--- src/rtl/frame_ctrl_pkg.sv ---
`default_nettype none
// ---------------------------------------------------------------------------
// frame_ctrl_pkg : state type, status codes and default command byte
// Revision: 1.0
// ---------------------------------------------------------------------------
package frame_ctrl_pkg;

    typedef enum logic [1:0] {
        S_WAIT      = 2'd0,
        S_TRANSPORT = 2'd1,
        S_DISPLAY   = 2'd2,
        S_ERROR     = 2'd3
    } state_e;

    localparam logic [7:0] ST_WAIT          = 8'h01;
    localparam logic [7:0] ST_TRANSPORT     = 8'h02;
    localparam logic [7:0] ST_DISPLAY       = 8'h03;
    localparam logic [7:0] ST_ERROR         = 8'h04;
    localparam logic [7:0] DEFAULT_CMD_BYTE = 8'h5A;

    function automatic logic [7:0] status_code(input state_e s);
        case (s)
            S_TRANSPORT: status_code = ST_TRANSPORT;
            S_DISPLAY:   status_code = ST_DISPLAY;
            S_ERROR:     status_code = ST_ERROR;
            default:     status_code = ST_WAIT;
        endcase
    endfunction

endpackage
`default_nettype wire

--- src/rtl/frame_ctrl_wdt.sv ---
`default_nettype none
// ---------------------------------------------------------------------------
// frame_ctrl_wdt : idle-cycle watchdog, terminal at TIMEOUT_CYC-1
// Revision: 1.0
// ---------------------------------------------------------------------------
module frame_ctrl_wdt #(
    parameter int unsigned TIMEOUT_CYC = 32'd5_000_000
) (
    input  logic i_clk_sys,
    input  logic i_rst,
    input  logic i_clr,
    input  logic i_en,
    output logic o_term
);
    localparam int unsigned CNT_W = $clog2(TIMEOUT_CYC);
    localparam logic [CNT_W-1:0] TERM = CNT_W'(TIMEOUT_CYC - 1);

    logic [CNT_W-1:0] cnt_q;
    logic [CNT_W-1:0] cnt_d;

    always_comb begin
        cnt_d = cnt_q;
        if (i_clr) begin
            cnt_d = '0;
        end else if (i_en && (cnt_q != TERM)) begin
            cnt_d = cnt_q + CNT_W'(1);
        end
    end

    always_ff @(posedge i_clk_sys or posedge i_rst) begin
        if (i_rst) begin
            cnt_q <= '0;
        end else begin
            cnt_q <= cnt_d;
        end
    end

    assign o_term = (cnt_q == TERM);

endmodule
`default_nettype wire

--- src/rtl/frame_ctrl.sv ---
`default_nettype none
// ---------------------------------------------------------------------------
// frame_ctrl : start-command decode, image byte counting, display/error modes
// Optional watchdog/ERROR state: define FRAME_CTRL_TIMEOUT_EN.  Revision: 1.0
// ---------------------------------------------------------------------------
module frame_ctrl
    import frame_ctrl_pkg::*;
#(
    parameter logic [7:0]  CMD_BYTE    = DEFAULT_CMD_BYTE,
    parameter int unsigned IMG_BYTES   = 32'd153600,
    parameter int unsigned TIMEOUT_CYC = 32'd5_000_000,
    parameter int unsigned ADDR_W      = $clog2(IMG_BYTES)
) (
    input  logic              i_clk_sys,
    input  logic              i_rst,
    input  logic [7:0]        i_data,
    input  logic              i_rx_done,
    output logic [7:0]        o_state,
    output logic              o_wr_en,
    output logic [ADDR_W-1:0] o_wr_addr,
    output logic [7:0]        o_wr_data,
    output logic              o_frame_done,
    output logic              o_err
);
    localparam logic [ADDR_W-1:0] LAST = ADDR_W'(IMG_BYTES - 1);

    state_e            state_q, state_d;
    logic [ADDR_W-1:0] cnt_q, cnt_d;
    logic [7:0]        status_q, status_d;
    logic              wr_en_q, wr_en_d;
    logic [ADDR_W-1:0] addr_q, addr_d;
    logic [7:0]        data_q, data_d;
    logic              done_q, done_d;

    wire w_cmd = i_rx_done && (i_data == CMD_BYTE);

`ifdef FRAME_CTRL_TIMEOUT_EN
    logic w_wdt_term;
    logic err_q, err_d;

    // Any received byte in TRANSPORT is payload, so it always resets the watchdog.
    frame_ctrl_wdt #(
        .TIMEOUT_CYC (TIMEOUT_CYC)
    ) u_wdt (
        .i_clk_sys (i_clk_sys),
        .i_rst     (i_rst),
        .i_clr     ((state_q != S_TRANSPORT) || i_rx_done),
        .i_en      ((state_q == S_TRANSPORT) && !i_rx_done),
        .o_term    (w_wdt_term)
    );
`endif

    always_ff @(posedge i_clk_sys or posedge i_rst) begin
        if (i_rst) begin
            state_q  <= S_WAIT;
            cnt_q    <= '0;
            status_q <= ST_WAIT;
            wr_en_q  <= 1'b0;
            addr_q   <= '0;
            data_q   <= '0;
            done_q   <= 1'b0;
`ifdef FRAME_CTRL_TIMEOUT_EN
            err_q    <= 1'b0;
`endif
        end else begin
            state_q  <= state_d;
            cnt_q    <= cnt_d;
            status_q <= status_d;
            wr_en_q  <= wr_en_d;
            addr_q   <= addr_d;
            data_q   <= data_d;
            done_q   <= done_d;
`ifdef FRAME_CTRL_TIMEOUT_EN
            err_q    <= err_d;
`endif
        end
    end

    always_comb begin
        state_d = state_q;
        case (state_q)
            S_WAIT: begin
                if (w_cmd) state_d = S_TRANSPORT;
            end
            S_TRANSPORT: begin
                if (i_rx_done && (cnt_q == LAST)) state_d = S_DISPLAY;
`ifdef FRAME_CTRL_TIMEOUT_EN
                else if (!i_rx_done && w_wdt_term) state_d = S_ERROR;
`endif
            end
            S_DISPLAY: begin
                if (w_cmd) state_d = S_WAIT;
            end
`ifdef FRAME_CTRL_TIMEOUT_EN
            S_ERROR: begin
                if (w_cmd) state_d = S_WAIT;
            end
`endif
            default: state_d = S_WAIT;
        endcase
    end

    // Output registers are loaded from the next state so they share its latency.
    always_comb begin
        cnt_d    = cnt_q;
        wr_en_d  = 1'b0;
        addr_d   = addr_q;
        data_d   = data_q;
        done_d   = 1'b0;
        status_d = status_code(state_d);
        if ((state_q == S_WAIT) && w_cmd) begin
            cnt_d = '0;
        end
        if ((state_q == S_TRANSPORT) && i_rx_done) begin
            wr_en_d = 1'b1;
            addr_d  = cnt_q;
            data_d  = i_data;
            if (cnt_q == LAST) begin
                done_d = 1'b1;
            end else begin
                cnt_d = cnt_q + ADDR_W'(1);
            end
        end
    end

`ifdef FRAME_CTRL_TIMEOUT_EN
    assign err_d = (state_d == S_ERROR);
    assign o_err = err_q;
`else
    assign o_err = 1'b0;
`endif

    assign o_state      = status_q;
    assign o_wr_en      = wr_en_q;
    assign o_wr_addr    = addr_q;
    assign o_wr_data    = data_q;
    assign o_frame_done = done_q;

endmodule
`default_nettype wire

--- config.mk ---
export PLATFORM = sky130hd
export DESIGN_NAME = frame_ctrl
export DESIGN_NICKNAME = d
export VERILOG_FILES = /design/src/rtl/frame_ctrl_pkg.sv /design/src/rtl/frame_ctrl_wdt.sv /design/src/rtl/frame_ctrl.sv
export SDC_FILE = /design/constraint.sdc
export NUM_CORES = 1
export LEC_CHECK = 0
export CAP_MARGIN = 20
export CORE_AREA = 2 2 87 89
export CTS_CLUSTER_SIZE = 8
export DETAILED_ROUTE_END_ITERATION = 10
export DIE_AREA = 0 0 89 91
export GPL_ROUTABILITY_DRIVEN = 0
export PLACE_DENSITY = 0.65
export SLEW_MARGIN = 40
export SYNTH_ARGS = -nofsm -noshare
export SYNTH_HDL_FRONTEND = slang
export SYNTH_SLANG_ARGS = --single-unit
--- constraint.sdc ---
create_clock -name i_clk_sys -period 2.2 [get_ports i_clk_sys]
set_input_delay 0.33 -clock i_clk_sys [delete_from_list [all_inputs] [get_ports i_clk_sys]]
set_output_delay 0.33 -clock i_clk_sys [all_outputs]
set_load 0.02 [all_outputs]
# Word-level counts from Yosys, hierarchy flattened
# Cells that the tools add are included.
# classes
mul	0
bitwise	0
magnitude_cmp	0
n_eq_ne	7
add_sub_neg	1
n_shift	0
mux	11
div_mod_pow	0
n_reduce_logical	5
# op_table
cell	n
18-bit two-way mux	3
18-bit by 1-bit adder with 18-bit output, second input constant	1
18-bit equality test, second input constant	1
3-bit one-hot mux with 3 select lines	1
8-bit by 7-bit equality test with 1-bit output, second input constant	1
2-bit equality test, second input constant	3
2-bit two-way mux	3
2-bit one-hot mux with 3 select lines	1
2-bit by 1-bit equality test with 1-bit output, second input constant	2
1-bit logical AND	4
1-bit two-way mux	3
2-bit zero test	1
# totals
mem_bits_ro	0
out_inout_bits	37
ramBits	0
register_bits	56
word_cells	31
latch_bits	0
n_memories	0
inputBits	11

# Logic depth before layout (Yosys ltp)
# logic_depth
depth_word	6
mapped_depth	8

# Worst setup path after synthesis
# OpenSTA, ideal clock, no wires.
# synth_path
kind	reg-to-reg
start	register cnt_q[0]
end	register status_q[1] (netlist: o_state[1])
setup_slack_ps	354
required_ps	2074
stages_incl_launch_ff	8
period_less_slack_ps	1846
arrival_time_ps	1720
cell_sequence	dfrtp_1 > ha_1 > nand4_2 > or2_0 > buf_2 > nor2_1 > a311oi_1 > ha_1
# synth_via
elab_chain_len	6
# synth_lines
item	line_no	source
start, declared	frame_ctrl.sv:28	logic [ADDR_W-1:0] cnt_q, cnt_d;
start signal, assigned	frame_ctrl.sv:67	cnt_q <= cnt_d;
18-bit equality test (*)	frame_ctrl.sv:86	if (i_rx_done && (cnt_q == LAST)) state_d = S_DISPLAY;
1-bit logical AND (*)	frame_ctrl.sv:86	
2-bit two-way mux (*)	frame_ctrl.sv:86	
2-bit one-hot mux with 3 select lines (*)	frame_ctrl.sv:81	case (state_q)
named net state_d[0]	frame_ctrl.sv:27	state_e state_q, state_d;
2-bit equality test / 2-bit by 1-bit equality test with 1-bit output (equally long branches)	frame_ctrl_pkg.sv:22	case (s)
3-bit one-hot mux with 3 select lines (*)	frame_ctrl_pkg.sv:22	
named net status_d[1]	frame_ctrl.sv:29	logic [7:0] status_q, status_d;
end signal, assigned	frame_ctrl.sv:68	status_q <= status_d;
end, declared	frame_ctrl.sv:29	
# Mark *: on every way through the listed nets, which the timed path passes. The rest lies on a longest branch.
# A chain may end at the register's enable or synchronous reset.

# Worst setup path in the final report
# layout_path
start	register cnt_q[1]
end	register status_q[1] (netlist: o_state[1])
# Same word-level chain as after synthesis.

==> results.tsv <==
metric	value	unit
synth_top_cell_area_share	0.554	
avgSynthCellArea	9.56	sq um
final_core_util	0.414	
drv_cap	0	
start_util	0.316	
num_io_pins	48	
nFillCells	715	
final_max_slew_viol_count	0	
vias_per_cell	4.51	
peakVddDrop	0.349	mV
synth_cell_types	40	
hp-class	in2async	
port_buffers	41	
critPathArrivalTime	2.19	ns
reg2reg_slack	0.20	ns
placed_area	2840	sq um
htreeDepth	2	
fmax	499	MHz
worst_path_max_delay_cell	dfrtp_1	
clkTransAtPathRegs	0.09	ns
seq_area	1280	sq um
antenna_left	0	
min_period	2.00	ns
pre_cts_ws	0.0268	ns
synth_area_leaders	dfrtp_1 (55%), nand2_1 (14%), nand3_1 (3.3%), buf_4 (2.0%), mux2i_1 (1.3%)	
cts-root-buf	clkbuf_8	
die_area	8100	sq um
synthCells	236	
wl	4680	um
final-setup-viol-count	0	
final_area	2950	sq um
yosysMostFrequentCell	nand2_1	
area_delta_synth_final	30.9	%
grt_pass1_wl	7940	um
wl_per_cell	12.1	um
antenna_found_initial	0	
required	2.39	ns
grt_usage	0.122	
post-dp-hpwl	3300	um
ys_async_sr_fraction	1.00	
synth_edf_count	0	
finClkSkew	0.00840	ns
worstSetupPathType	reg2reg	
insertion_delay	0.30	ns
die_w	89	um
overflow	0	
path_cells	ha_1, nand4_2, or2_0, nor2_1, a311oi_1, ha_1	
fin_ws	0.197	ns
syn_area	2260	sq um
synth_ff_type	dfrtp_1	
seq_area_frac_synth	0.566	
grt_start_max_net_pins	52	
synthTopCellsByCount	nand2_1 (84), dfrtp_1 (50), nand3_1 (15)	
power_density	745	nW/um^2
drc	0	
rows	31	
finalCritPeriodShare	0.910	
critPathLaunchType	flip-flop	
clk_path_buf_depth	2	
finalHoldViolations	0	
crit_top_cell	ha_1	
core	7140	sq um
max_stage_delay	0.44	ns
vias	1741	
holdBufCountCts	0	
post-cts-setup-buffer-count	0	
cellLeakagePower	0.00141	uW
die_y	91	um
holdWs	0.380	ns
diodes	0	
drtIter0Drc	111	
fin_setup_tns	0	ns
drive_above_1_share	0.0976	
cts_buffers	5	
cts_resized	0	
multiInputGateArea	887	sq um
end_kind	flip-flop	
crit_fanout	5	
drt_first_pass_iters	4	
grt_pass1_vias	1707	
ys_warn_count	0	
yosysTopAreaCell	dfrtp_1	
cts_tree	built	
nets	299	
clock_sinks	51	
rsz0062_at_grt	false	
status	finished, final reports clean	
synth_seq_cells	51	
-- critical path: cells and delay by family, from the launching register on --
kind	cells	cell delay, ns
simple gates	3	0.53
fa+ha+maj	2	0.54
compound gates	1	0.38
flops	1	0.44
-- kinds of logic after synthesis --
kind of cell	synth area share
simple gates	0.269
flops	0.566
compound gates	0.0859
buf+inv	0.0493
mux	0.0133
fa+ha+maj	0.0111
other cells	0.00166
xor+xnor	0.00388
-- flip-flops by register name (all words and copies together), names as in the netlist --
signal        cells
o_wr_addr        18
o_frame_done      1
cnt_q            18
state_q           2
o_state           3
o_wr_data         8
o_wr_en           1
-- where the power goes --
group          switching, uW  total (uW)  internal, uW
registers               58.0        1090          1030
logic                    239         443           204
clock network            304         673           368
-- routing by layer --
layer / GRT usage / wire length, um / vias up / part of all wire
li1: - / - / 883 / -
met1: 0.171 / 2280 / 820 / 0.49
met2: 0.189 / 2230 / 35 / 0.48
met3: 0.0309 / 134 / 3 / 0.029
met4: 0.0299 / 36 / 0 / 0.0077
met5: 0 / 0 / - / 0
-- worst paths after layout --
check | from | to | cells past startpoint
min in group i_clk_sys | o_wr_data[4] | o_wr_data[4] | 2
min | i_rst | o_wr_data[1] | 3
max reg2reg | cnt_q[1] | o_state[1] | 6
max | cnt_q[1] | o_state[1] | 6
max in group asynchronous | i_rst | o_state[0] | 3
min reg2reg | o_wr_data[4] | o_wr_data[4] | 2
-- cells in the final DEF, fill, tap and decap left out, types with 2 or more instances in the layout --
| cell | count |
|---|---|
| and2_1 | 3 |
| and3_1 | 2 |
| buf_12 | 2 |
| buf_4 | 10 |
| clkbuf_8 | 6 |
| clkdlybuf4s50_1 | 41 |
| conb_1 | 6 |
| dfrtp_1 | 50 |
| ha_1 | 2 |
| inv_1 | 5 |
| mux2i_1 | 3 |
| nand2_1 | 84 |
| nand3_1 | 15 |
| nand3b_1 | 2 |
| nand4_1 | 3 |
| nand4b_1 | 2 |
| nor2_1 | 5 |
| nor2b_1 | 3 |
| nor3_1 | 3 |
| nor3b_1 | 3 |
| o2111ai_1 | 2 |
| o211ai_1 | 4 |
| o21ai_0 | 6 |
| o311ai_0 | 2 |
| o31ai_1 | 4 |
| o41ai_1 | 2 |
| or2_2 | 2 |
-- stage by stage --
stage          total power (uW)  cells
3_3_place_gp               1540    378
4_1_cts                    2230    386
5_1_grt                    2320    386
2_1_floorplan              1330    241
6_report                   2200    386
3_5_place_dp               1550    378
-- area by class of cell --
cell class,count,area share
inverter,6,0.00762
tap,99,0.0419
sequential,51,0.432
clock buffer,6,0.0280
timing repair buffer,53,0.178
clock inverter,2,0.0119
multi-input combinational,169,0.300
No activity file was read; power rests on OpenSTA's default activity.
